**src/rtl/xpu_vpu_pc_tn_vlsu_pkg.sv**
```systemverilog
// Shared VLSU definitions: SEW encodings, FP field sizes, canonical NaNs and
// the per-format NaN detector used by the load-data canonicalization stage.
package xpu_vpu_pc_tn_vlsu_pkg;

    typedef enum logic [1:0] {
        SEW_8  = 2'b00,
        SEW_16 = 2'b01,
        SEW_32 = 2'b10,
        SEW_64 = 2'b11
    } sew_e;

    localparam int H_EXP_W = 5;
    localparam int H_MAN_W = 10;
    localparam int S_EXP_W = 8;
    localparam int S_MAN_W = 23;
    localparam int D_EXP_W = 11;
    localparam int D_MAN_W = 52;

    localparam logic [15:0] CANON_NAN_H = 16'h7E00;
    localparam logic [31:0] CANON_NAN_S = 32'h7FC0_0000;
    localparam logic [63:0] CANON_NAN_D = 64'h7FF8_0000_0000_0000;

    // A 64-bit slice holds at most four NaN elements.
    localparam int LANE_CNT_W = 3;

    // Sign bit is excluded: all-ones exponent with nonzero mantissa is NaN.
    function automatic logic is_nan_h(input logic [H_EXP_W+H_MAN_W-1:0] e);
        return (&e[H_MAN_W +: H_EXP_W]) && (|e[H_MAN_W-1:0]);
    endfunction

    function automatic logic is_nan_s(input logic [S_EXP_W+S_MAN_W-1:0] e);
        return (&e[S_MAN_W +: S_EXP_W]) && (|e[S_MAN_W-1:0]);
    endfunction

    function automatic logic is_nan_d(input logic [D_EXP_W+D_MAN_W-1:0] e);
        return (&e[D_MAN_W +: D_EXP_W]) && (|e[D_MAN_W-1:0]);
    endfunction

endpackage

```
**src/rtl/xpu_vpu_pc_tn_vlsu_ld_nan_lane.sv**
```systemverilog
// One 64-bit slice of the NaN canonicalizer: detects NaNs for every element
// width, selects by SEW, and emits data, NaN byte mask and NaN count.
// Replacement with the canonical NaN only when XPU_VPU_VLSU_NAN_CANON_EN is defined.
module xpu_vpu_pc_tn_vlsu_ld_nan_lane
    import xpu_vpu_pc_tn_vlsu_pkg::*;
(
    input  logic [63:0]           data_i,
    input  logic [7:0]            be_i,
    input  logic [1:0]            sew_i,
    input  logic                  fp_i,
    output logic [63:0]           data_o,
    output logic [7:0]            nan_be_o,
    output logic [LANE_CNT_W-1:0] nan_cnt_o
);

    logic [3:0] h_nan;
    logic [1:0] s_nan;
    logic       d_nan;

    // Activity is decided by the element's lowest byte enable only.
    logic unused_be;
    assign unused_be = ^{be_i[7], be_i[5], be_i[3], be_i[1]};

    always_comb begin
        for (int i = 0; i < 4; i++) begin
            h_nan[i] = fp_i && be_i[2*i] && is_nan_h(data_i[16*i +: 15]);
        end
        for (int i = 0; i < 2; i++) begin
            s_nan[i] = fp_i && be_i[4*i] && is_nan_s(data_i[32*i +: 31]);
        end
        d_nan = fp_i && be_i[0] && is_nan_d(data_i[62:0]);
    end

    always_comb begin
        data_o    = data_i;
        nan_be_o  = '0;
        nan_cnt_o = '0;
        case (sew_e'(sew_i))
            SEW_16: begin
                for (int i = 0; i < 4; i++) begin
                    if (h_nan[i]) begin
                        nan_be_o[2*i +: 2] = 2'b11;
                        nan_cnt_o          = nan_cnt_o + LANE_CNT_W'(1);
`ifdef XPU_VPU_VLSU_NAN_CANON_EN
                        data_o[16*i +: 16] = CANON_NAN_H;
`endif
                    end
                end
            end
            SEW_32: begin
                for (int i = 0; i < 2; i++) begin
                    if (s_nan[i]) begin
                        nan_be_o[4*i +: 4] = 4'hF;
                        nan_cnt_o          = nan_cnt_o + LANE_CNT_W'(1);
`ifdef XPU_VPU_VLSU_NAN_CANON_EN
                        data_o[32*i +: 32] = CANON_NAN_S;
`endif
                    end
                end
            end
            SEW_64: begin
                if (d_nan) begin
                    nan_be_o  = 8'hFF;
                    nan_cnt_o = LANE_CNT_W'(1);
`ifdef XPU_VPU_VLSU_NAN_CANON_EN
                    data_o    = CANON_NAN_D;
`endif
                end
            end
            default: begin
            end
        endcase
    end

endmodule

```
**src/rtl/xpu_vpu_pc_tn_vlsu_ld_nan_canon.sv**
```systemverilog
// VLSU load-return NaN canonicalization stage: output register plus skid
// buffer, saturating NaN counter and done pulse. Macro: XPU_VPU_VLSU_NAN_CANON_EN.
module xpu_vpu_pc_tn_vlsu_ld_nan_canon #(
    parameter int DATA_WIDTH = 128,
    parameter int CNT_WIDTH  = 8
) (
    input  logic                    forever_cpuclk,
    input  logic                    cpurst_b,
    input  logic                    ld_beat_vld,
    output logic                    ld_beat_rdy,
    input  logic [DATA_WIDTH-1:0]   ld_beat_data,
    input  logic [1:0]              ld_beat_sew,
    input  logic                    ld_beat_fp,
    input  logic [DATA_WIDTH/8-1:0] ld_beat_be,
    input  logic                    ld_beat_last,
    output logic                    canon_vld,
    input  logic                    canon_rdy,
    output logic [DATA_WIDTH-1:0]   canon_data,
    output logic [DATA_WIDTH/8-1:0] canon_nan_be,
    output logic                    canon_last,
    input  logic                    nan_cnt_clr,
    output logic [CNT_WIDTH-1:0]    nan_cnt,
    output logic                    nan_cnt_done
);

    import xpu_vpu_pc_tn_vlsu_pkg::*;

    localparam int NSLICE = DATA_WIDTH / 64;
    localparam int BE_W   = DATA_WIDTH / 8;
    localparam int SUM_W  = $clog2(DATA_WIDTH / 16 + 1);
    localparam int ADD_W  = ((CNT_WIDTH > SUM_W) ? CNT_WIDTH : SUM_W) + 1;
    localparam logic [CNT_WIDTH-1:0] CNT_MAX = '1;

    typedef struct packed {
        logic [DATA_WIDTH-1:0] data;
        logic [BE_W-1:0]       nan_be;
        logic                  last;
    } beat_t;

    logic [DATA_WIDTH-1:0] proc_data;
    logic [BE_W-1:0]       proc_be;
    logic [LANE_CNT_W-1:0] slice_cnt [NSLICE];
    logic [SUM_W-1:0]      beat_cnt;

    for (genvar s = 0; s < NSLICE; s++) begin : g_slice
        xpu_vpu_pc_tn_vlsu_ld_nan_lane u_lane (
            .data_i    (ld_beat_data[64*s +: 64]),
            .be_i      (ld_beat_be[8*s +: 8]),
            .sew_i     (ld_beat_sew),
            .fp_i      (ld_beat_fp),
            .data_o    (proc_data[64*s +: 64]),
            .nan_be_o  (proc_be[8*s +: 8]),
            .nan_cnt_o (slice_cnt[s])
        );
    end

    always_comb begin
        beat_cnt = '0;
        for (int s = 0; s < NSLICE; s++) begin
            beat_cnt = beat_cnt + SUM_W'(slice_cnt[s]);
        end
    end

    beat_t out_q, out_d, skid_q, skid_d, in_beat;
    logic  out_vld_q, out_vld_d, skid_vld_q, skid_vld_d;
    logic  done_q, done_d;
    logic  [CNT_WIDTH-1:0] cnt_q, cnt_d, cnt_base;
    logic  [ADD_W-1:0]     cnt_sum;
    logic  in_hs, out_hs;

    // Ready depends only on skid occupancy, so canon_rdy never reaches ld_beat_rdy.
    assign in_hs  = ld_beat_vld && !skid_vld_q;
    assign out_hs = out_vld_q && canon_rdy;

    always_comb begin
        in_beat    = '{data: proc_data, nan_be: proc_be, last: ld_beat_last};
        out_d      = out_q;
        out_vld_d  = out_vld_q;
        skid_d     = skid_q;
        skid_vld_d = skid_vld_q;
        if (!out_vld_q || canon_rdy) begin
            if (skid_vld_q) begin
                out_d      = skid_q;
                out_vld_d  = 1'b1;
                skid_vld_d = 1'b0;
            end else if (in_hs) begin
                out_d     = in_beat;
                out_vld_d = 1'b1;
            end else begin
                out_vld_d = 1'b0;
            end
        end else if (in_hs) begin
            skid_d     = in_beat;
            skid_vld_d = 1'b1;
        end
    end

    // Clear wins first, then the accepted beat is added with saturation.
    always_comb begin
        cnt_base = nan_cnt_clr ? '0 : cnt_q;
        cnt_sum  = ADD_W'(cnt_base) + ADD_W'(beat_cnt);
        cnt_d    = cnt_q;
        if (in_hs) begin
            cnt_d = (cnt_sum > ADD_W'(CNT_MAX)) ? CNT_MAX : cnt_sum[CNT_WIDTH-1:0];
        end else if (nan_cnt_clr) begin
            cnt_d = '0;
        end
        done_d = out_hs && out_q.last;
    end

    always_ff @(posedge forever_cpuclk or negedge cpurst_b) begin
        if (!cpurst_b) begin
            out_q      <= '0;
            out_vld_q  <= 1'b0;
            skid_q     <= '0;
            skid_vld_q <= 1'b0;
            cnt_q      <= '0;
            done_q     <= 1'b0;
        end else begin
            out_q      <= out_d;
            out_vld_q  <= out_vld_d;
            skid_q     <= skid_d;
            skid_vld_q <= skid_vld_d;
            cnt_q      <= cnt_d;
            done_q     <= done_d;
        end
    end

    assign ld_beat_rdy  = !skid_vld_q;
    assign canon_vld    = out_vld_q;
    assign canon_data   = out_q.data;
    assign canon_nan_be = out_q.nan_be;
    assign canon_last   = out_q.last;
    assign nan_cnt      = cnt_q;
    assign nan_cnt_done = done_q;

endmodule

```
**config.mk**
```make
export PLATFORM = sky130hd
export DESIGN_NAME = xpu_vpu_pc_tn_vlsu_ld_nan_canon
export DESIGN_NICKNAME = d
export VERILOG_FILES = /design/src/rtl/xpu_vpu_pc_tn_vlsu_pkg.sv /design/src/rtl/xpu_vpu_pc_tn_vlsu_ld_nan_lane.sv /design/src/rtl/xpu_vpu_pc_tn_vlsu_ld_nan_canon.sv
export SDC_FILE = /design/constraint.sdc
export NUM_CORES = 1
export LEC_CHECK = 0
export ABC_CLOCK_PERIOD_IN_PS = 2900
export CAP_MARGIN = 20
export CORE_UTILIZATION = 40
export CTS_CLUSTER_DIAMETER = 200
export CTS_CLUSTER_SIZE = 25
export DETAILED_ROUTE_END_ITERATION = 7
export PLACE_DENSITY = 0.67
export REMOVE_ABC_BUFFERS = 1
export SKIP_CTS_REPAIR_TIMING = 1
export SLEW_MARGIN = 15
export SYNTH_ARGS = -nofsm -noshare
export SYNTH_HDL_FRONTEND = slang
export SYNTH_HIERARCHICAL = 1
export SYNTH_SLANG_ARGS = --single-unit
export TNS_END_PERCENT = 100
```
**constraint.sdc**
```tcl
create_clock -name forever_cpuclk -period 2.9 [get_ports forever_cpuclk]
set_input_delay 0.87 -clock forever_cpuclk [delete_from_list [all_inputs] [get_ports forever_cpuclk]]
set_output_delay 0.87 -clock forever_cpuclk [all_outputs]
set_load 0.1 [all_outputs]
```
== Word level (Yosys, flattened, before mapping) ==
Cells that the tools add are included.
Storage, ports and cells
  register bits: 301
  input bits: 153
  output and inout port bits: 156
  logic and storage cells: 148
Operators by class
  add/subtract/negate cells: 10
  $lt $le $gt $ge: 1
  eq/ne operators: 3
  multiplexer cells: 49
  bitwise operators: 1
  reduce and logical (&&, ||, !) cells: 74
Operator list (count)
  145-bit two-way mux: 2
  52-bit OR reduction: 2
  23-bit OR reduction: 4
  10-bit OR reduction: 8
  3-bit two-way mux: 16
  8-bit one-hot mux with 3 select lines: 2
  8-bit two-way mux: 5
  5-bit AND reduction: 8
  1-bit logical AND: 39
  8-bit AND reduction: 4
  3-bit by 1-bit adder with 3-bit output (second input constant): 8
  11-bit AND reduction: 2
  3-bit one-hot mux with 3 select lines: 2
  2-bit two-way mux: 8
  4-bit two-way mux: 4
  1-bit two-way mux: 10
  8-bit by 4-bit adder with 9-bit output: 1
  9-bit by 8-bit > comparator with 1-bit output (second input constant): 1
  3-bit by 3-bit adder with 4-bit output: 1
  2-bit == test (second input constant): 2
  2-bit AND reduction: 2
  2-bit nonzero test: 2
  2-bit by 1-bit == test with 1-bit output (second input constant): 1
  1-bit logical NOT: 2
  other kinds (2): 2

== Logic depth before layout (Yosys ltp) ==
  depth after elaboration: 19
  gate-level depth with buffers: 18
  gate-level depth less buffers: 17

== By module ==
The synthesis kept the hierarchy.
By module, submodules not included
  xpu_vpu_pc_tn_vlsu_ld_nan_canon: times used 1, cells each 846, area each 13227.7 µm², seq. area each 7532.2 µm²
  xpu_vpu_pc_tn_vlsu_ld_nan_lane: times used 2, cells each 157, area each 1161.1 µm², seq. area each 0.0 µm²

== Worst setup path before layout ==
Ideal clock, no wire load.
  path type: input -> register
  start point: input ld_beat_data[69]
  end point: register cnt_q[5], in the netlist nan_cnt[5]
  library setup time: 0.131 ns
  arrival: 4.894 ns
  required time: 2.769 ns
  path slack: -2.125 ns
  stages on the path: 18
  path buffers: 1
  cell sequence: or4_1 -> nor4_4 -> or2_2 -> buf_2 -> ha_1 -> or3_1 -> nand2_1 -> ha_1 -> o31ai_1 -> o21ai_0 -> inv_1 -> fa_1 -> inv_1 -> ha_1 -> fa_1 -> a21oi_1 -> nor4_1 -> or3_1
RTL lines
  start, declared: line xpu_vpu_pc_tn_vlsu_ld_nan_canon.sv:11  | input logic [DATA_WIDTH-1:0] ld_beat_data,
  end signal, assigned: line xpu_vpu_pc_tn_vlsu_ld_nan_canon.sv:124  | cnt_q <= cnt_d;
  end, declared: line xpu_vpu_pc_tn_vlsu_ld_nan_canon.sv:67  | logic [CNT_WIDTH-1:0] cnt_q, cnt_d, cnt_base;

==> results.py <==
metrics = {
    "run_status": {
        "outcome": "complete, but fails checks",
        "violations": "setup timing",
    },
    "critical_path": {
        "path_class": "primary input to flip-flop",
        "path_max_fanout": 4,
        "cp.required_ns": 3.30,
        "start_kind": "primary input",
        "arrival_ns": 4.90,
        "end_kind": "flip-flop",
    },
    "sta": {
        "rsz0062_at_grt": "yes",
        "setup_slack_ns": -1.604,
        "maxSlewHeadroom_pct": 59.26,
        "post-route-period-util_pct": 155.3,
        "finalCriticalPeriod_ns": 4.504,
        "tns_ns": -12.99,
        "holdWs_ns": 0.3121,
        "tightest_slew_ns": 0.6111,
        "fmax_mhz": 222.0,
        "finClkSkew_ns": 0.03078,
        "setup_viol": 22,
        "report.final.slew_viol_count": 0,
        "final_hold_viol_count": 0,
    },
    "global_routing": {
        "grt_pass1_wl_mm": 58.14,
        "overflow": 0,
        "antenna_found_initial": 0,
        "grt_pass1_vias": 10650,
        "grt_usage_pct": 18.60,
        "grt_start_max_net_pins": 71,
    },
    "synthesis": {
        "synth_cell_type_count": 58,
        "synth_edf_count": 0,
        "avgSynthCellArea_um2": 13.41,
        "yosysSeqAreaShare_pct": 48.44,
        "netlist_area_mm2": 0.01555,
        "yosys_warnings": 6,
        "ys_ff_latch": 301,
        "synth_cells": 1160,
        "synthArstFlopShare_pct": 100.0,
        "synth-main-ff-cell": "dfrtp_1",
    },
    "cells_and_area": {
        "drive_gt1_share_pct": 58.54,
        "fill_cells": 3234,
        "ff_latch_area_mm2": 0.007536,
        "multi_input_area_mm2": 0.007102,
        "fin_util_pct": 54.01,
        "area_delta_synth_final_pct": 31.75,
        "stdcell_area_mm2": 0.02049,
        "nNetsFinal": 1677,
    },
    "power_and_ir_drop": {
        "powerDensity_mw_per_mm2": 693.6,
        "irDropWorstVdd_mv": 0.6185,
        "leakagePower_nw": 9.566,
        "total_power_mw": 14.21,
    },
    "clocking": {
        "clockRootBuffer": "clkbuf_16",
        "numCtsBuffers": 16,
        "cts.sinks": 301,
        "clk_pin_slew_ns": 0.10,
        "worst_skew_pair.late_latency_ns": 0.51,
        "cts_buffer_depth": 3,
        "htree_levels": 1,
        "tritoncts": "done",
    },
    "placement": {
        "io_buffers": 300,
        "routabilityCongestion": 0.8001,
        "hpwl_mm": 27.66,
        "place_area_mm2": 0.01925,
    },
    "floorplan": {
        "io_pins": 309,
        "die_width_um": 199.2,
        "start_util_pct": 40.99,
        "fp.coreArea_mm2": 0.03793,
        "dieArea_mm2": 0.03967,
        "rows": 71,
        "die_h_um": 199.2,
    },
    "route": {
        "vias": 10170,
        "ant_nets": 0,
        "drtIter0Drc": 297,
        "wire_per_inst_um": 18.90,
        "via_per_inst": 5.031,
        "routed_wl_mm": 38.22,
        "drtPass1Iterations": 4,
        "drcViolationCount": 0,
    },
    "worst_hold_path": {
        "min_path_type": "primary input to asynchronous set/reset pin",
    },
    "run": {
        "maxCapViolations": 0,
    },
}
==> worst max-delay path, cell delays in order <==
cell,delay [ns]
buf_6,0.09
or4_4,0.54
nor4_4,0.31
or2_4,0.20
ha_4,0.20
or3_4,0.35
nand2_4,0.08
ha_4,0.19
o31ai_2,0.19
o21ai_1,0.10
inv_1,0.10
fa_1,0.43
inv_2,0.09
ha_4,0.13
fa_2,0.24
a21oi_4,0.08
o311a_1,0.34
or3_1,0.37
==> synth_stat cells (all sizes together) (6+ instances only) <==
master     n  area [um^2]
a211o      6        52.55
a21oi      9        52.55
a22oi      8        60.06
a2bb2oi    6        52.55
and3       6        37.54
and4       8        70.07
buf      183         1334
clkbuf     6        22.52
dfrtp    301         7532
ha        12        150.1
inv       14        52.55
mux2     435         4898
nand2     10        37.54
nand3     10        50.05
nand4     14        100.1
nor2      13        56.30
nor3      10        50.05
nor4      16        190.2
o22ai      8        50.05
or2        6        37.54
or3        9        66.31
or4       14        105.1
==> cell type report <==
class / count / share of cell area (%)
clock inverter: 1 / 0.1466
inverter: 16 / 0.2931
multi-input combinational: 654 / 34.66
timing repair buffer: 519 / 22.87
antenna: 1 / 0.01221
sequential: 301 / 36.78
tap: 511 / 3.121
clock buffer: 19 / 2.113
==> worst paths after layout <==
check                           slack (ns)  cells after the start                         to                     from
worst max-delay path                 -1.60                     18       nan_cnt[5]$_DFF_PN0_         ld_beat_data[66]
worst min-delay path                  0.31                      1  canon_data[5]$_DFFE_PN0P_                 cpurst_b
worst max register to register        0.57                      8       nan_cnt[5]$_DFF_PN0_     nan_cnt[1]$_DFF_PN0_
worst min register to register        0.49                      1    skid_q[124]$_DFFE_PN0P_  skid_q[124]$_DFFE_PN0P_
max in group asynchronous             1.83                      2    skid_q[120]$_DFFE_PN0P_                 cpurst_b
min in group forever_cpuclk           0.49                      1    skid_q[124]$_DFFE_PN0P_  skid_q[124]$_DFFE_PN0P_
==> stage by stage <==
step	instances	worst slack, ns
CTS	2007	-2.174
finish	2022	-1.604
global placement	1987	-2.614
floorplan	971	-4.535
detailed placement	1987	-2.744
global route	2021	-1.736
==> cells by family (layout without fill, tap and decap cells) <==
kind of cell             Yosys count  count (layout)  synth area share (%)
AO/OA/AOI/OAI                     64              64                 3.106
buffers and inverters            205             555                 9.108
other                              0               1                     0
XOR/XNOR                           1               1               0.05633
AND/OR/NAND/NOR                  137             137                 6.244
adder cells (fa/ha/maj)           16              16                 1.481
flip-flops                       301             301                 48.44
multiplexers                     436             436                 31.57
==> registers in the layout (all words and copies together), names as in the netlist <==
signal and count:
canon_data 128, skid_vld_q 1, nan_cnt 8, canon_nan_be 16, canon_last 1, skid_q 145
nan_cnt_done 1, canon_vld 1
==> power by group <==
| group | internal [mW] | switching (mW) | total, mW |
|---|---|---|---|
| clock network | 1.09 | 1.39 | 2.48 |
| logic | 1.86 | 4.36 | 6.22 |
| registers | 5.07 | 0.444 | 5.51 |
| total | 8.01 | 6.20 | 14.2 |
==> routing by layer <==
metal	global-route usage, %	part of all wire [%]	up-vias
met4	3.618	1.8	0
met3	4.169	5.3	35
met1	24.83	44	5183
met2	30.89	49	190
met5	0	0	-
li1	-	-	4764
==> layout by cell type (no fill, tap or decap), types with 8 or more instances in the layout <==
master	n
mux2_2	368
buf_4	349
dfrtp_1	300
dlymetal6s2s_1	72
clkdlybuf4s50_1	60
mux2_1	50
buf_12	20
mux2_4	17
clkbuf_16	17
or4_4	14
inv_1	13
nor2_1	12
nand4_1	12
buf_6	10
nand3_1	9
nand2_1	8
or3_4	8
nor3_1	8
No activity file was read; power rests on OpenSTA's default activity.
